### config.mk
export PLATFORM = sky130hd
export DESIGN_NAME = morse_char_encoder_flat
export DESIGN_NICKNAME = d
export VERILOG_FILES = /design/src/rtl/morse_char_encoder_if.sv /design/src/rtl/morse_char_encoder.sv /design/src/flat_wrapper.sv
export SDC_FILE = /design/constraint.sdc
export NUM_CORES = 1
export LEC_CHECK = 0
export CAP_MARGIN = 20
export CORE_MARGIN = 1.5
export CORE_UTILIZATION = 40
export DETAILED_ROUTE_END_ITERATION = 8
export PLACE_DENSITY = 0.6
export SYNTH_ARGS = -nofsm -noshare
export SYNTH_HDL_FRONTEND = slang
export SYNTH_SLANG_ARGS = --single-unit
export TNS_END_PERCENT = 20
### constraint.sdc
create_clock -name clk -period 5.6 [get_ports clk]
set_input_delay 0.56 -clock clk [delete_from_list [all_inputs] [get_ports clk]]
set_output_delay 0.56 -clock clk [all_outputs]
set_load 0.01 [all_outputs]
### src/rtl/morse_char_encoder_if.sv
// Character handshake between the text source (master) and the Morse encoder (slave).
interface morse_char_encoder_if;
    logic       char_valid;
    logic [7:0] char_data;
    logic       char_ready;

    modport master (output char_valid, output char_data, input char_ready);
    modport slave  (input char_valid, input char_data, output char_ready);
endinterface

### src/rtl/morse_char_encoder.sv
// ASCII-to-Morse keyer: one character per handshake, unit-timed mark/space on key.
// Define MORSE_DIGITS_EN to add '0'..'9'; otherwise digits take the error path.
module morse_char_encoder #(
    parameter int unsigned UNIT_CYCLES = 6_250_000,
    parameter int unsigned CNT_W       = 28
) (
    input  logic                clk,
    input  logic                rst,
    morse_char_encoder_if.slave bus,
    output logic                key,
    output logic                busy,
    output logic                char_err
);
    typedef enum logic [2:0] {IDLE, MARK, SPACE, CGAP, WGAP, ERR} state_t;

    typedef struct packed {
        logic       ok;
        logic       space;
        logic [2:0] len;
        logic [4:0] pat;
    } code_t;

    localparam logic [CNT_W-1:0] LAST_CNT = CNT_W'(UNIT_CYCLES - 1);

    // Element i of a pattern is pat[i], sent LSB first; 1 = dash.
    function automatic code_t lookup(input logic [7:0] c);
        logic [7:0] u;
        code_t      r;
        u = (c >= 8'h61 && c <= 8'h7A) ? (c - 8'h20) : c;
        r = '{ok: 1'b1, space: 1'b0, len: 3'd0, pat: 5'd0};
        case (u)
            8'h20: r.space = 1'b1;
            "A": {r.len, r.pat} = {3'd2, 5'b00010};
            "B": {r.len, r.pat} = {3'd4, 5'b00001};
            "C": {r.len, r.pat} = {3'd4, 5'b00101};
            "D": {r.len, r.pat} = {3'd3, 5'b00001};
            "E": {r.len, r.pat} = {3'd1, 5'b00000};
            "F": {r.len, r.pat} = {3'd4, 5'b00100};
            "G": {r.len, r.pat} = {3'd3, 5'b00011};
            "H": {r.len, r.pat} = {3'd4, 5'b00000};
            "I": {r.len, r.pat} = {3'd2, 5'b00000};
            "J": {r.len, r.pat} = {3'd4, 5'b01110};
            "K": {r.len, r.pat} = {3'd3, 5'b00101};
            "L": {r.len, r.pat} = {3'd4, 5'b00010};
            "M": {r.len, r.pat} = {3'd2, 5'b00011};
            "N": {r.len, r.pat} = {3'd2, 5'b00001};
            "O": {r.len, r.pat} = {3'd3, 5'b00111};
            "P": {r.len, r.pat} = {3'd4, 5'b00110};
            "Q": {r.len, r.pat} = {3'd4, 5'b01011};
            "R": {r.len, r.pat} = {3'd3, 5'b00010};
            "S": {r.len, r.pat} = {3'd3, 5'b00000};
            "T": {r.len, r.pat} = {3'd1, 5'b00001};
            "U": {r.len, r.pat} = {3'd3, 5'b00100};
            "V": {r.len, r.pat} = {3'd4, 5'b01000};
            "W": {r.len, r.pat} = {3'd3, 5'b00110};
            "X": {r.len, r.pat} = {3'd4, 5'b01001};
            "Y": {r.len, r.pat} = {3'd4, 5'b01101};
            "Z": {r.len, r.pat} = {3'd4, 5'b00011};
`ifdef MORSE_DIGITS_EN
            "0": {r.len, r.pat} = {3'd5, 5'b11111};
            "1": {r.len, r.pat} = {3'd5, 5'b11110};
            "2": {r.len, r.pat} = {3'd5, 5'b11100};
            "3": {r.len, r.pat} = {3'd5, 5'b11000};
            "4": {r.len, r.pat} = {3'd5, 5'b10000};
            "5": {r.len, r.pat} = {3'd5, 5'b00000};
            "6": {r.len, r.pat} = {3'd5, 5'b00001};
            "7": {r.len, r.pat} = {3'd5, 5'b00011};
            "8": {r.len, r.pat} = {3'd5, 5'b00111};
            "9": {r.len, r.pat} = {3'd5, 5'b01111};
`else
`endif
            default: r.ok = 1'b0;
        endcase
        return r;
    endfunction

    state_t           state;
    logic [CNT_W-1:0] cnt;
    logic [1:0]       units;
    logic [2:0]       idx;
    logic [2:0]       len_q;
    logic [4:0]       pat_q;
    logic             ready;

    code_t      in_code;
    logic       unit_end;
    logic [1:0] mark_last;

    assign in_code        = lookup(bus.char_data);
    assign unit_end       = (cnt == LAST_CNT);
    assign mark_last      = pat_q[idx] ? 2'd2 : 2'd0;
    assign bus.char_ready = ready;

    always_ff @(posedge clk or posedge rst) begin
        if (rst) begin
            state    <= IDLE;
            cnt      <= '0;
            units    <= '0;
            idx      <= '0;
            len_q    <= '0;
            pat_q    <= '0;
            ready    <= 1'b0;
            key      <= 1'b0;
            busy     <= 1'b0;
            char_err <= 1'b0;
        end else begin
            char_err <= 1'b0;
            // Free-running unit timer; every state transition below overrides it with a clear.
            if (unit_end) begin
                cnt   <= '0;
                units <= units + 2'd1;
            end else begin
                cnt <= cnt + 1'b1;
            end

            case (state)
                IDLE: begin
                    cnt   <= '0;
                    units <= '0;
                    ready <= 1'b1;
                    busy  <= 1'b0;
                    key   <= 1'b0;
                    if (bus.char_valid && ready) begin
                        ready <= 1'b0;
                        busy  <= 1'b1;
                        idx   <= '0;
                        len_q <= in_code.len;
                        pat_q <= in_code.pat;
                        if (!in_code.ok) begin
                            state    <= ERR;
                            char_err <= 1'b1;
                        end else if (in_code.space) begin
                            state <= WGAP;
                        end else begin
                            state <= MARK;
                            key   <= 1'b1;
                        end
                    end
                end

                MARK: begin
                    if (unit_end && units == mark_last) begin
                        cnt   <= '0;
                        units <= '0;
                        key   <= 1'b0;
                        if ((idx + 3'd1) < len_q) begin
                            idx   <= idx + 3'd1;
                            state <= SPACE;
                        end else begin
                            state <= CGAP;
                        end
                    end
                end

                SPACE: begin
                    if (unit_end) begin
                        cnt   <= '0;
                        units <= '0;
                        key   <= 1'b1;
                        state <= MARK;
                    end
                end

                CGAP, WGAP: begin
                    if (unit_end && units == ((state == CGAP) ? 2'd2 : 2'd3)) begin
                        cnt   <= '0;
                        units <= '0;
                        busy  <= 1'b0;
                        ready <= 1'b1;
                        state <= IDLE;
                    end
                end

                ERR: begin
                    cnt   <= '0;
                    units <= '0;
                    busy  <= 1'b0;
                    ready <= 1'b1;
                    state <= IDLE;
                end

                default: begin
                    key   <= 1'b0;
                    busy  <= 1'b0;
                    ready <= 1'b0;
                    state <= IDLE;
                end
            endcase
        end
    end
endmodule

### src/flat_wrapper.sv
// flat-port wrapper written by rule: the top's interface ports become plain ports
module morse_char_encoder_flat 
#(
    parameter int unsigned UNIT_CYCLES = 6_250_000,
    parameter int unsigned CNT_W       = 28
)
  (clk, rst, key, busy, char_err, bus_char_valid, bus_char_data, bus_char_ready);
  morse_char_encoder_if bus_i ();
  input  logic clk;
  input  logic rst;
  output logic key;
  output logic busy;
  output logic char_err;
  input wire logic [$bits(bus_i.char_valid)-1:0] bus_char_valid;
  input wire logic [$bits(bus_i.char_data)-1:0] bus_char_data;
  output wire logic [$bits(bus_i.char_ready)-1:0] bus_char_ready;
  assign bus_i.char_valid = bus_char_valid;
  assign bus_i.char_data = bus_char_data;
  assign bus_char_ready = bus_i.char_ready;
  morse_char_encoder #(.UNIT_CYCLES(UNIT_CYCLES), .CNT_W(CNT_W)) u_core (.clk(clk), .rst(rst), .bus(bus_i), .key(key), .busy(busy), .char_err(char_err));
endmodule
==> run summary <==
The logs give 0 for the final antenna diode count and 106 for the violation count after the first detailed-route iteration. CTS saw 47 sinks. The congestion estimate from routability-driven global placement came to 0.8470. Across every metal layer, demand over resource in global routing totals 17.01%. Max-cap violations in this run came to 0.

STA puts the critical path data arrival time at 2.87 ns. The number of instances on the worst hold path works out to 2. The count of cells along the worst register-to-register path is 6.

The setup slack at placement is 2.631 ns. Yosys printed 0 warnings. In this run the horizontal extent of the chip is 88.15 um. During I/O placement, the number of pins put on the boundary was 15.

The initialized floorplan defines 30 standard-cell rows. The detailed router placed 2332 vias in this run. The clock passes through at most 2 buffers. The die height works out to 88.15 um. The number of antenna violations at the first check in global routing is 0. The tools report the final count of hold timing violations as 0. In the routed design, unresolved DRC markers number 0.

TritonCTS built the clock tree. Along the worst path, the maximum fanout reaches 20. After technology mapping, the gate count stands at 334. The H-tree was split into 2 levels. The tools report the HPWL reported at the end of detailed placement as 4281 um. The tools report the number of distinct library cells after synthesis as 58.

Remaining max-slew budget at the tightest pin: 31.43%. The post-synthesis sequential area ratio came out at 40.55%. The number of setup buffers added after CTS is 0.

The placed instances occupy a cell area of 3114 um2. The shortest period the worst path allows came out at 2.674 ns. Leaving out fill and tap cells, the most frequent cell in the layout is sky130_fd_sc_hd__nor2_1. The analysis attributes to cell leakage a power of 1.438 nW.

The number of hold buffers added after CTS was 0. Counting every net in the synthesized netlist gives 351. The number of global-route vias before repair came out at 2151. In this run, CTS created clock tree buffers numbering 5.

The maximum number of pins on one net before global-route repair is 48. The kind of cell adding the most delay to the critical path was compound AO/OA/AOI/OAI gates. Setup repair after global routing left no endpoint under its margin. After synthesis the netlist holds a flip-flop and latch count of 47. VDD sags by at most 0.08512 mV. From synthesis to final layout, the design area changed by 11.73%. Cell depth of the worst setup path: 7. The final-report max-slew violation count was 0. The worst setup path is launched from an input pin. The tightest min-delay check is of the reg2reg type. Once routing completed, OpenROAD measured the worst setup slack at 2.926 ns. For the worst setup path, the data required time is 5.80 ns. The number of endpoints failing setup at the final stage came out at 0. Endpoint kind of the worst setup timing path: a flop.

The tools report the detailed-routing iteration count for the pre-antenna-repair pass as 4. The run gives 10360 um as the wire length of the first global-routing pass. The root buffer cell chosen for the clock tree is sky130_fd_sc_hd__clkbuf_8. For the setup TNS after final layout, the log shows 0 ns. The run gives 0.01428 ns as the clock skew. Number of buffer and inverter stages on the critical path: 1.

Once detail routing completed, the nets flagged for antenna violations numbered 0. The count of cells resized by post-cts repair is 0, and the async set-reset flop share out of synthesis is 100.0%. The vias per cell is 5.312, and the final worst-path cycle share is 47.75%. For this configuration, the core starts out at a cell density of 41.99%.

After filler insertion, the fill cell instance count of the layout stands at 682. The flow ran to the end, and the final reports show no timing, DRC or antenna violations. The most used flip-flop cell after synthesis is sky130_fd_sc_hd__dfrtp_1.

The die covers 7770 um2. In the layout the commonest cells are sky130_fd_sc_hd__nor2_1 (53), sky130_fd_sc_hd__dfrtp_1 (47), sky130_fd_sc_hd__nand2_1 (34). The average detailed-routed wire length per instance works out to 13.57 um. The area taken by multi-input logic gates was 1595 um2; the quantity of I/O buffers inserted on ports was 14. For the pin with the worst max-slew slack, the measured transition is 1.019 ns. After clock tree synthesis, the clock-pin slew on the worst setup and hold paths is 0.07 ns. The region available for standard cell placement spans 6907 um2. The routed design has 5957 um of wire. The share of cells above drive strength 1 is 6.414%.

The highest-delay cell along the critical path is sky130_fd_sc_hd__clkdlybuf4s50_1. The average instance in the mapped netlist occupies 8.683 um2. The storage element area came out at 1176 um2.

Timing would allow up to 0.3740 GHz. With fillers left out, the area of the finished cells amounts to 3241 um2. Clock latency at the later pin of the worst-skew pair: 0.31 ns. Traced cell by cell, the critical path runs through clkdlybuf4s50_1, nand2_1, a21o_1, a2111oi_2, a21oi_1, nand2b_4, o41ai_2. For the final layout net count, the log shows 360. Class of the most critical setup path: in2reg. In this run the cell area of the synthesized design comes to 2900 um2. The delay of the slowest cell on the worst path came out at 0.87 ns. For this design the ratio of total power to cell area is 196.3 nW/um2. For this run the aggregate overflow at the end of global routing stands at 0. Count of flip-flops with a built-in enable after synthesis: 0.
synth_stat cells (all sizes together), types with 2 or more instances:
cell type | count | share of area [%]
xnor2 | 10 | 3.0
nand2 | 34 | 4.4
ha | 6 | 2.6
nor4b | 2 | 0.60
inv | 18 | 2.3
a21oi | 15 | 2.6
buf | 4 | 0.78
clkbuf | 10 | 1.3
o31a | 3 | 0.91
o22ai | 4 | 0.86
nor4 | 3 | 0.86
and3 | 7 | 1.5
a32oi | 2 | 0.60
o21ai | 17 | 3.1
a31oi | 5 | 1.6
nand4 | 9 | 1.9
and2 | 2 | 0.43
xor2 | 21 | 6.3
nor2b | 3 | 0.65
nand2b | 4 | 1.1
mux2i | 2 | 0.69
nor2 | 54 | 7.2
nand3 | 12 | 2.1
a311oi | 2 | 0.60
a21o | 4 | 1.0
and4 | 4 | 1.2
a211oi | 2 | 0.52
o2bb2ai | 2 | 0.60
o31ai | 2 | 0.52
nor3 | 6 | 1.2
dfrtp | 47 | 41
report_power, final:
group          leakage (nW)  switching [mW]  internal [mW]  total [mW]
clock network        0.0502           0.117          0.131       0.247
logic                 0.772          0.0303         0.0196      0.0499
registers             0.616               0          0.339       0.339
total                  1.44           0.147          0.489       0.636
tightest hold or removal path: stages (launching register included):
cell                      delay, ns
sky130_fd_sc_hd__dfrtp_1       0.34
sky130_fd_sc_hd__nand2_1       0.05
sky130_fd_sc_hd__o21ai_0       0.06
cells by family after synthesis:
logic type	count (synthesis)	share of synthesized area, %
AO/OA/AOI/OAI	70	16.95
adder cells (fa/ha/maj)	6	2.588
multiplexers	4	1.855
buffers and inverters	32	4.443
XOR/XNOR	31	9.362
AND/OR/NAND/NOR	144	24.24
flip-flops	47	40.55
layout make-up:
class,instances,share of cell area [%]
inverter,18,2.085
timing repair buffer,16,5.405
multi-input combinational,255,49.23
clock buffer,5,2.124
clock inverter,2,1.158
tap,96,3.707
sequential,47,36.29
metal layers:
layer  share of wire [%]  track usage [%]  vias up  wire length, um
met2                  44            25.19       30             2604
met5                   0                0        -                0
met1                  51            24.66     1103             3061
met4                 1.9            6.818        0              112
li1                    -                -     1188                -
met3                 3.0            2.922       11              178
metrics by stage:
| step | total power [mW] | instances | hold slack, ns | util (%) |
|---|---|---|---|---|
| 4_1_cts | 0.6444 | 438 | 0.4877 | 46.63 |
| 2_1_floorplan | 0.3788 | 334 | 0.4432 | - |
| 3_3_place_gp | 0.3942 | 430 | 0.4631 | 44.87 |
| 6_report | 0.6362 | 439 | 0.4825 | 46.92 |
| 3_5_place_dp | 0.3940 | 431 | 0.4699 | 45.09 |
| 5_1_grt | 0.6634 | 439 | 0.5062 | 46.92 |
flip-flops by register name, indices dropped and copies added (netlist names):
name                   cells
u_core.cnt                28
u_core.pat_q               4
u_core.idx                 3
u_core.len_q               3
u_core.state               3
u_core.units               2
u_core.bus.char_ready      1
u_core.busy                1
u_core.char_err            1
u_core.key                 1
path summary, 6_finish.rpt:
kind                                  start              end  slack, ns
max in group asynchronous               rst    u_core.idx[0]       4.61
min in group asynchronous               rst    u_core.cnt[0]       0.50
setup reg to reg             u_core.cnt[13]  u_core.units[1]       3.28
hold reg to reg             u_core.pat_q[0]  u_core.pat_q[0]       0.48
setup / recovery           bus_char_data[2]  u_core.pat_q[1]       2.93
hold / removal              u_core.pat_q[0]  u_core.pat_q[0]       0.48
(Power assumes the default switching activity.)
